[config.mk]
export PLATFORM = sky130hd
export DESIGN_NAME = uc
export DESIGN_NICKNAME = d
export VERILOG_FILES = /design/src/rtl/uc.sv
export SDC_FILE = /design/constraint.sdc
export NUM_CORES = 1
export LEC_CHECK = 0
export CORE_MARGIN = 1.5
export CORE_UTILIZATION = 47
export CTS_CLUSTER_DIAMETER = 100
export DETAILED_ROUTE_END_ITERATION = 7
export GPL_TIMING_DRIVEN = 0
export PLACE_DENSITY = 0.85
export REMOVE_ABC_BUFFERS = 1
export SLEW_MARGIN = 20
export SYNTH_ARGS = -nofsm -noshare
export SYNTH_HDL_FRONTEND = slang
export SYNTH_SLANG_ARGS = --single-unit
[constraint.sdc]
create_clock -name clk -period 3.25 [get_ports clk]
set_clock_uncertainty 0.15 [all_clocks]
set_input_delay 0.975 -clock clk [delete_from_list [all_inputs] [get_ports clk]]
set_output_delay 0.975 -clock clk [all_outputs]
set_load 0.01 [all_outputs]
[src/rtl/uc.sv]
`default_nettype none
// ============================================================================
// Module   : uc
// Purpose  : microc control unit - combinational decode, RUN/HALT FSM,
//            sticky illegal-opcode flag, saturating instruction/jump counters.
// Revision : 1.0
// ============================================================================
module uc #(
    parameter int CNT_W = 16
) (
    input  logic             clk,
    input  logic             reset,
    input  logic [5:0]       opcode,
    input  logic             z,
    output logic             s_inc,
    output logic             s_inm,
    output logic             we3,
    output logic             wez,
    output logic [2:0]       op,
    output logic             halted,
    output logic             illegal,
    output logic [CNT_W-1:0] instr_cnt,
    output logic [CNT_W-1:0] jmp_cnt
);

    localparam logic [0:0]       ST_RUN  = 1'b0;
    localparam logic [0:0]       ST_HALT = 1'b1;
    localparam logic [CNT_W-1:0] CNT_MAX = '1;
    localparam logic [5:0]       OPC_HALT = 6'b000111;

    logic [0:0]       state_q, state_d;
    logic             illegal_q, illegal_d;
    logic [CNT_W-1:0] instr_cnt_q, instr_cnt_d;
    logic [CNT_W-1:0] jmp_cnt_q, jmp_cnt_d;

    logic             dec_s_inc;
    logic             dec_s_inm;
    logic             dec_we3;
    logic             dec_wez;
    logic [2:0]       dec_op;
    logic             dec_undef;

    // Reset gating keeps the control word at zero asynchronously while reset is held.
    always_comb begin
        dec_s_inc = 1'b0;
        dec_s_inm = 1'b0;
        dec_we3   = 1'b0;
        dec_wez   = 1'b0;
        dec_op    = 3'b000;
        dec_undef = 1'b0;
        if (!reset && (state_q == ST_RUN)) begin
            if (opcode[5]) begin
                dec_we3   = 1'b1;
                dec_wez   = 1'b1;
                dec_s_inc = 1'b1;
                dec_op    = opcode[4:2];
            end else if (opcode[4:2] == 3'b000) begin
                dec_we3   = 1'b1;
                dec_s_inm = 1'b1;
                dec_s_inc = 1'b1;
            end else if (opcode[4:2] == 3'b001) begin
                case (opcode[1:0])
                    2'b00:   dec_s_inc = 1'b0;
                    2'b01:   dec_s_inc = ~z;
                    2'b10:   dec_s_inc = z;
                    default: dec_s_inc = 1'b0;
                endcase
            end else begin
                dec_s_inc = 1'b1;
                dec_undef = 1'b1;
            end
        end
    end

    always_comb begin
        state_d     = state_q;
        illegal_d   = illegal_q;
        instr_cnt_d = instr_cnt_q;
        jmp_cnt_d   = jmp_cnt_q;
        if (state_q == ST_RUN) begin
            if (opcode == OPC_HALT) begin
                state_d = ST_HALT;
            end
            if (dec_undef) begin
                illegal_d = 1'b1;
            end
            if (instr_cnt_q != CNT_MAX) begin
                instr_cnt_d = instr_cnt_q + 1'b1;
            end
            if (!dec_s_inc && (jmp_cnt_q != CNT_MAX)) begin
                jmp_cnt_d = jmp_cnt_q + 1'b1;
            end
        end
    end

    always_ff @(posedge clk or posedge reset) begin
        if (reset) begin
            state_q     <= ST_RUN;
            illegal_q   <= 1'b0;
            instr_cnt_q <= '0;
            jmp_cnt_q   <= '0;
        end else begin
            state_q     <= state_d;
            illegal_q   <= illegal_d;
            instr_cnt_q <= instr_cnt_d;
            jmp_cnt_q   <= jmp_cnt_d;
        end
    end

    assign s_inc     = dec_s_inc;
    assign s_inm     = dec_s_inm;
    assign we3       = dec_we3;
    assign wez       = dec_wez;
    assign op        = dec_op;
    assign halted    = (state_q == ST_HALT);
    assign illegal   = illegal_q;
    assign instr_cnt = instr_cnt_q;
    assign jmp_cnt   = jmp_cnt_q;

endmodule
`default_nettype wire

==> impl_metrics.csv, run 1 <==
group,metric,value,unit
status,outcome,"complete, no violations",
floorplan,fp.dieH,64.0,um
critical_path,reg2reg_depth,5,
sta,worstMarginPinSlew,0.946,ns
synthesis,yosys_warnings,0,
critical_path,cp-start-kind,"primary input",
critical_path,worstSetupPathType,"in -> out",
synthesis,async_flop_share,100,%
floorplan,die-area,4100,um^2
synthesis,syn_area_per_cell,11.5,um^2
critical_path,cp.required,2.12,ns
place,placed_area,2280,um^2
global_route,grt_antenna_before_repair,0,
clock_network,numCtsBuffers,5,
floorplan,io_pins,50,
run,drv_cap,0,
critical_path,cpPeakStageDelay,0.50,ns
sta,final-setup-viol-count,0,
critical_path,crit_top_cell,"clkdlybuf4s15_2",
place,portBuffers,49,
synthesis,synth-xor-area-share,13.9,%
critical_path,crit_fanout,7,
synthesis,ys_types,39,
synthesis,synth_top_family_by_area,"simple AND/OR/NAND/NOR gates",
hold_path,hold_path.class,"reg -> reg",
synthesis,synth_cells,152,
floorplan,fp.dieW,64.0,um
clock_network,cts_max_level,2,
place,place_ws,-0.585,ns
route,vias,1344,
critical_path,crit_chain,"clkdlybuf4s15_2, or3_2, nor2b_1, clkdlybuf4s15_2",
synthesis,synth_edf_count,0,
route,drc_errors,0,
clock_network,ctsHoldBuffers,0,
global_route,grt_max_degree,35,
synthesis,synth_fa_ha_area_share,1.43,%
floorplan,coreArea,3440,um^2
clock_network,cts_buffer_depth,2,
sta,final_max_slew_viol_count,0,
synthesis,yosys_register_bits,34,
clock_network,cts_root_buf,"clkbuf_8",
pwr,ir_worst_vdd,0.430,mV
critical_path,reg2reg_slack,0.82,ns
critical_path,worst-path-buf-inv,2,
hold_path,holdPathEnd,"illegal",
synthesis,synthSimpleGateAreaFrac,27.4,%
route,postRouteAntennaNets,0,
sta,setup_ws,0.0416,ns
clock_network,cts.reportedPaths.clkPinSlew,0.07,ns
finish,num_antenna_cells,0,
sta,min_period,3.21,ns
finish,drive_above_1_share,19.3,%
global_route,grt_pass1_wl,6150,um
place,gp_congestion,0.791,
hold_path,min_from,"illegal",
synthesis,synth-main-ff-cell,"dfrtp_1",
synthesis,synth_compound_area_share,5.51,%
sta,rsz0062_at_grt,"no",
global_route,grt_pass1_vias,1327,
critical_path,path_delay_family,"simple AND/OR/NAND/NOR gates",
route,drt-wirelength-per-cell,14.0,um
hold_path,holdPathStages,1,
sta,finalHoldViolCount,0,
place,detailed_place_hpwl,2590,um
clock_network,cts.sinks,34,
synthesis,synthTopCellsByArea,"dfrtp_1 49%, xnor2_1 9.0%, nand3_1 4.0%",
finish,nFillCells,281,
critical_path,cp.arrival,2.08,ns
critical_path,cp_slowest_cell,"or3_2",
synthesis,synth_area,1750,um^2
route,wl,3530,um
clock_network,cts_tree,"done",
route,drt-pass1-iter-count,6,
synthesis,yosysSeqAreaShare,48.6,%
sta,maxSlewHeadroom,36.6,%
floorplan,rows,21,
critical_path,timing.rr.end,"jmp_cnt[1]",
global_route,track_usage,19.3,%
synthesis,synth_top_area_share,48.6,%
synthesis,muxShareOfSynthArea,1.29,%
finish,fin_area,2410,um^2
pwr,powerDensity,622,nW/um^2
sta,fmax,0.312,GHz
sta,holdWs,0.334,ns
route,drt-initial-drc-count,33,
clock_network,clk_latency,0.29,ns
synthesis,synth_top_area_cell,"dfrtp_1",
finish,area_delta_synth_final,37.8,%
sta,period_share,98.7,%
route,viasPerCell,5.31,
finish,nets,217,
floorplan,initial_core_util,50.8,%
pwr,leakagePower,1.01,nW
critical_path,crit_path_end_kind,"output port",
critical_path,r2r_start,"jmp_cnt[0]",
global_route,grt_overflow,0,
layer usage:
metal / wire length [um] / up-vias / track usage (%)
met1: 1570 / 648 / 23.5
met5: 0 / - / 0
met4: 58 / 0 / 8.15
met3: 160 / 5 / 4.23
li1: - / 656 / -
met2: 1740 / 35 / 32.8
stage by stage:
stage                     setup TNS [ns]  power (mW)  cells  utilization [%]
after floorplan                        0       0.866    149                -
after global placement             -4.56        1.10    244             66.1
after detailed placement           -5.59        1.12    244             66.1
after CTS                       -0.00471        1.52    252             69.6
after global routing                   0        1.59    253             70.0
final                                  0        1.50    253             70.0
flip-flops by register name, indices dropped and copies added, names as in the netlist:
name       cells
instr_cnt     16
jmp_cnt       16
halted         1
illegal        1
cells by family (layout without fill, tap and decap cells):
kind of cell / after synthesis / after routing
AND/OR/NAND/NOR: 70 / 70
flip-flops: 34 / 34
XOR/XNOR: 26 / 26
AO/OA/AOI/OAI: 12 / 12
buffers and inverters: 6 / 61
adder cells (fa/ha/maj): 2 / 2
multiplexers: 2 / 2
synthesized netlist by cell type (3+ instances only):
cell,number
nand2_1,9
inv_1,3
nand3_2,3
and3_1,5
dfrtp_1,34
nand4_1,6
xnor2_1,18
nand3_1,14
and3_2,3
nor3_1,5
nor2_1,8
xor2_1,6
worst reg2reg max path, delay by kind of cell, from the launching register on:
| family | cells | cell delay [ns] |
|---|---|---|
| mux | 1 | 0.41 |
| fa+ha+maj | 1 | 0.24 |
| simple gates | 3 | 1.06 |
| flops | 1 | 0.46 |
worst max path at each step:
stage                     startpoint    end  depth (start not counted)
after global routing       opcode[5]  s_inm                          4
final                      opcode[5]  s_inm                          4
after global placement     opcode[0]  s_inc                          4
after floorplan            opcode[1]  s_inc                          2
after CTS                  opcode[2]  s_inc                          4
after detailed placement   opcode[0]  s_inc                          4
final cells by class:
class / instances / area, um^2 / area share (%)
clock buffer: 5 / 68.8 / 2.85
clock inverter: 3 / 45.0 / 1.87
inverter: 3 / 11.3 / 0.467
multi-input combinational: 112 / 887 / 36.8
sequential: 34 / 851 / 35.3
tap: 46 / 57.6 / 2.39
timing repair buffer: 50 / 490 / 20.3
where the power goes:
| group | internal [mW] | switching [mW] | leakage [nW] |
|---|---|---|---|
| clock network | 0.228 | 0.158 | 0.0504 |
| logic | 0.267 | 0.187 | 0.518 |
| registers | 0.514 | 0.146 | 0.438 |
| total | 1.01 | 0.491 | 1.01 |
placed cells by master (no fill, tap or decap), types with 2 or more instances in the layout:
master,synthesis,layout
clkbuf_8,0,5
xor2_1,6,6
dlygate4sd2_1,0,7
a31oi_1,2,2
nand2_1,9,9
clkdlybuf4s15_2,0,3
o21a_1,2,2
nor2_1,8,7
nor2b_1,2,2
xnor2_1,18,18
ha_1,2,2
xnor2_2,2,2
and3_2,3,3
nand3_1,14,14
nor3_1,5,4
clkinvlp_4,0,2
dfrtp_1,34,34
mux2_2,2,2
nand4_1,6,6
nand3_2,3,3
nand4_4,2,2
nor3_2,2,3
clkdlybuf4s50_1,0,37
o41ai_1,2,2
and3_1,5,5
and4_1,2,2
inv_1,3,2
what timing repair did:
| item | CTS | global route |
|---|---|---|
| gates resized for setup | 24 | 2 |
| endpoints found under the setup margin | 8 | 11 |
| pin swaps | 2 | 2 |
| buffers inserted | 0 | 1 |
Power figures use the tool's default switching activity.
==> run 2, diff against run 1 <==
--- a/config.mk
+++ b/config.mk
@@ -10,7 +10,7 @@
 export CTS_CLUSTER_DIAMETER = 100
 export DETAILED_ROUTE_END_ITERATION = 7
 export GPL_TIMING_DRIVEN = 0
-export PLACE_DENSITY = 0.85
+export PLACE_DENSITY_LB_ADDON = 0.1
 export REMOVE_ABC_BUFFERS = 1
 export SLEW_MARGIN = 20
 export SYNTH_ARGS = -nofsm -noshare
==> run 2 against run 1 <==
  * Cell count increased by 0.79%
  * Global-route usage increased by 1.6 points
  * Sequential share of layout area increased by 0.055 points
  * Via count increased by 2.4%
  * Sequential power about the same
==> impl_metrics.csv, run 2 (synthesized netlist as in run 1, its figures left out) <==
group,metric,value,unit
sta,final_max_slew_viol_count,0,
sta,min_period,3.18,ns
place,portBuffers,49,
place,dp.cells,244,
floorplan,initial_core_util,50.8,%
clock_network,cts_tree,"done",
clock_network,clk_latency,0.29,ns
finish,seqCellArea,851,um^2
critical_path,crit_chain,"dlygate4sd2_1, or3b_4, a311oi_1, buf_2",
clock_network,cts_buffer_depth,2,
finish,finalNonFillerCells,255,
floorplan,io_pins,50,
pwr,ir_worst_vdd,0.424,mV
sta,period_share,97.9,%
route,wl_met2,1820,um
route,drt-pass1-iter-count,4,
place,gp_congestion,0.845,
floorplan,fp.dieH,64.0,um
floorplan,die-area,4100,um^2
route,drt-wirelength-per-cell,14.5,um
sta,rsz0062_at_grt,"no",
critical_path,reg2reg_slack,1.01,ns
critical_path,cpPeakStageDelay,0.40,ns
route,viasPerCell,5.40,
sta,final-setup-viol-count,0,
sta,maxSlewHeadroom,52.6,%
critical_path,cp-start-kind,"primary input",
global_route,grt_pass1_vias,1377,
place,place_ws,-0.575,ns
route,dr.max_layer_used,"met4",
critical_path,cp.arrival,2.06,ns
sta,worstMarginPinSlew,0.709,ns
finish,nFillCells,266,
finish,drive_above_1_share,19.1,%
finish,fin_util,69.9,%
sta,finalHoldViolCount,0,
route,vias,1376,
clock_network,numCtsBuffers,5,
route,wl,3700,um
status,outcome,"complete, no violations",
floorplan,coreArea,3440,um^2
route,drc_errors,0,
clock_network,cts_root_buf,"clkbuf_8",
sta,setup_ws,0.0688,ns
pwr,powerDensity,625,nW/um^2
finish,num_antenna_cells,0,
clock_network,ctsHoldBuffers,0,
floorplan,fp.dieW,64.0,um
global_route,grt_antenna_before_repair,0,
clock_network,cts.reportedPaths.clkPinSlew,0.07,ns
floorplan,rows,21,
clock_network,cts_max_level,2,
place,detailed_place_hpwl,2670,um
pwr,leakagePower,1.05,nW
finish,area_delta_synth_final,37.6,%
critical_path,worst-path-buf-inv,2,
clock_network,cts.sinks,34,
critical_path,cp_slowest_cell,"or3b_4",
global_route,grt_overflow,0,
finish,layout_common_cells,"34 x dfrtp_1, 34 x clkdlybuf4s50_1, 18 x xnor2_1",
critical_path,crit_fanout,3,
global_route,grt_max_degree,35,
route,drt-initial-drc-count,79,
critical_path,reg2reg_depth,5,
route,postRouteAntennaNets,0,
critical_path,path_depth,4,
critical_path,path_delay_family,"buffers and inverters",
run,drv_cap,0,
critical_path,worstSetupPathType,"in -> out",
finish,nets,219,
route,wl_met3,191,um
hold_path,hold_path.class,"reg -> reg",
route,drt-met1-wl,1630,um
global_route,grt_pass1_wl,6510,um
finish,multiInputGateArea,882,um^2
critical_path,cp.required,2.12,ns
critical_path,crit_path_end_kind,"output port",
global_route,track_usage,20.9,%
hold_path,holdPathStages,1,
sta,fmax,0.314,GHz
sta,finalSetupTns,0,ns
run 2: cell types whose count changed in the layout (fill, tap and decap cells not counted), sizes merged:
cell and delta:
clkdlybuf4s15 -2, dlygate4sd2 +3, clkinv +2, dlymetal6s2s +1, clkinvlp -2, buf +3, clkdlybuf4s50 -3
run 2: layout make-up:
type	count	area share, %
multi-input cells	112	36.6
flip-flops and latches	34	35.3
repair buffers	52	20.6
clock buffers	5	2.86
well taps	46	2.39
clock inverters	3	1.66
inverters	3	0.468
run 2: per-stage QoR:
stage / cell area, um^2 / total power, mW / hold WS (ns)
3_3_place_gp: 2280 / 1.11 / 0.315
4_1_cts: 2390 / 1.51 / 0.339
6_report: 2410 / 1.50 / 0.337
2_1_floorplan: 1730 / 0.866 / 0.363
3_5_place_dp: 2280 / 1.13 / 0.320
5_1_grt: 2410 / 1.60 / 0.367
run 2: final timing paths:
path | start | end
setup / recovery | opcode[1] | s_inc
max in group asynchronous | reset | jmp_cnt[4]
min in group asynchronous | reset | jmp_cnt[8]
setup reg to reg | jmp_cnt[0] | jmp_cnt[1]
hold reg to reg | illegal | illegal
hold / removal | illegal | illegal
run 2: power by group:
group / total (mW) / switching, mW / internal, mW
registers: 0.659 / 0.145 / 0.515
logic: 0.463 / 0.195 / 0.268
clock network: 0.382 / 0.157 / 0.226
run 2: timing repair:
item	in CTS	in global routing
resized for setup	23	4
pin swaps	3	0
endpoints found under the setup margin	8	9
setup buffers	2	1
run 2: per-layer routing:
metal | track usage, % | vias up
li1 | - | 652
met1 | 25.5 | 679
met2 | 34.0 | 39
met3 | 7.22 | 6
met4 | 7.88 | 0
met5 | 0 | -
==> run 3, diff against run 2 <==
--- a/config.mk
+++ b/config.mk
@@ -12,7 +12,7 @@
 export GPL_TIMING_DRIVEN = 0
 export PLACE_DENSITY_LB_ADDON = 0.1
 export REMOVE_ABC_BUFFERS = 1
-export SLEW_MARGIN = 20
+export SLEW_MARGIN = 40
 export SYNTH_ARGS = -nofsm -noshare
 export SYNTH_HDL_FRONTEND = slang
 export SYNTH_SLANG_ARGS = --single-unit
==> run 3 against run 2 <==
  * First-iteration DRC count rose by 22%
  * Non-clock buffer count down 1
  * Worst setup slack got worse by 0.026 ns
  * Power is 0.36% lower
  * Sequential power about the same
  * Via count up 1.3%
  * Die area did not move
==> impl_metrics.csv, run 3 (synthesized netlist as in run 1, its figures left out) <==
group,metric,value,unit
status,outcome,"complete, no violations",
sta,maxSlewHeadroom,52.7,%
place,dp.cells,244,
finish,nFillCells,273,
global_route,grt_pass1_vias,1328,
place,place_ws,-0.618,ns
finish,layout_common_cells,"36 x clkdlybuf4s50_1, 34 x dfrtp_1, 18 x xnor2_1",
critical_path,timing.rr.end,"jmp_cnt[1]",
pwr,switching_power,491,uW
route,drt-initial-drc-count,96,
clock_network,cts_root_buf,"clkbuf_8",
floorplan,rows,21,
hold_path,holdPathEnd,"illegal",
sta,finalSetupTns,0,ns
global_route,track_usage,19.8,%
pwr,swShare,32.7,%
route,drt-wirelength-per-cell,14.3,um
critical_path,reg2reg_depth,5,
finish,fin_area,2390,um^2
floorplan,fp.dieW,64.0,um
clock_network,clk_latency,0.29,ns
route,viasPerCell,5.49,
finish,drive_above_1_share,18.8,%
critical_path,cp.arrival,2.08,ns
place,portBuffers,49,
route,drc_errors,0,
critical_path,r2r_start,"jmp_cnt[0]",
finish,seqCellArea,851,um^2
sta,final_max_slew_viol_count,0,
pwr,leakagePower,1.02,nW
finish,nets,218,
sta,holdWs,0.350,ns
global_route,grt_overflow,0,
sta,final-setup-viol-count,0,
finish,num_antenna_cells,0,
floorplan,fp.dieH,64.0,um
hold_path,hold_path.class,"reg -> reg",
clock_network,cts_buffer_depth,2,
pwr,power.internal,1.01,mW
finish,final_common_cell,"clkdlybuf4s50_1",
critical_path,reg2reg_slack,1.02,ns
route,wl,3640,um
global_route,grt_pass1_wl,6260,um
critical_path,cp-start-kind,"primary input",
run,drv_cap,0,
critical_path,cp.required,2.12,ns
clock_network,numCtsBuffers,5,
floorplan,initial_core_util,50.8,%
finish,area_delta_synth_final,36.9,%
pwr,pwr-share-clk,25.4,%
route,postRouteAntennaNets,0,
route,vias,1394,
clock_network,cts_max_level,2,
sta,fmax,0.312,GHz
sta,worstMarginPinSlew,0.708,ns
route,drt-pass1-iter-count,4,
clock_network,cts_tree,"done",
hold_path,holdPathStages,1,
sta,finalHoldViolCount,0,
critical_path,worstSetupPathType,"in -> out",
pwr,power_frac_comb,30.7,%
pwr,powerDensity,626,nW/um^2
critical_path,crit_fanout,5,
critical_path,crit_path_end_kind,"output port",
floorplan,coreArea,3440,um^2
hold_path,min_from,"illegal",
finish,multiInputGateArea,882,um^2
floorplan,io_pins,50,
sta,min_period,3.21,ns
place,detailed_place_hpwl,2690,um
pwr,p_seq_share,43.9,%
sta,rsz0062_at_grt,"no",
global_route,grt_max_degree,35,
pwr,ir_worst_vdd,0.363,mV
clock_network,cts.reportedPaths.clkPinSlew,0.07,ns
clock_network,cts.sinks,34,
place,gp_congestion,0.845,
finish,finalNonFillerCells,254,
sta,period_share,98.7,%
global_route,grt_antenna_before_repair,0,
sta,setup_ws,0.0427,ns
floorplan,die-area,4100,um^2
place,placed_area,2280,um^2
[run 3: layout make-up]
class | count | share of cell area [%]
clock inverter | 3 | 1.67
multi-input combinational | 112 | 36.8
inverter | 3 | 0.470
sequential | 34 | 35.5
timing repair buffer | 51 | 20.2
clock buffer | 5 | 2.87
tap | 46 | 2.40
[run 3: power groups by stage]
stage	Clock, mW	Combinational (mW)	Sequential [mW]
final	0.381	0.460	0.658
after global routing	0.414	0.500	0.677
after CTS	0.387	0.465	0.658
after detailed placement	0	0.465	0.664
after global placement	0	0.452	0.655
after floorplan	0	0.182	0.684
[run 3: worst max path at each step]
stage              start     to  depth (start not counted)
6_report           reset    wez                          4
5_1_grt            reset    wez                          4
4_1_cts            reset    wez                          4
3_5_place_dp   opcode[5]  s_inm                          4
3_3_place_gp   opcode[0]  s_inc                          4
2_1_floorplan  opcode[1]  s_inc                          2
[run 3: worst max-delay path, cell delays in order]
cell,delay (ns)
dlygate4sd2_1,0.30
nor2_2,0.12
and2_2,0.15
clkdlybuf4s50_1,0.53
[run 3: metal layers]
layer	global-route usage, %	routed length [um]
met5	0	0
met4	8.15	55
met3	4.93	219
met2	31.9	1700
met1	25.3	1660
[run 3: timing repair]
action	in CTS	in global routing
setup endpoints to repair	7	1
hold buffers	0	0
pin swaps	4	0
buffers inserted	1	1
hold endpoints to repair	0	0
gates resized for setup	24	0
[run 3: through the flow]
step | util [%] | power (mW)
final | 69.6 | 1.50
after global routing | 69.6 | 1.59
after CTS | 69.4 | 1.51
after detailed placement | 66.3 | 1.13
after global placement | 66.1 | 1.11
after floorplan | - | 0.866
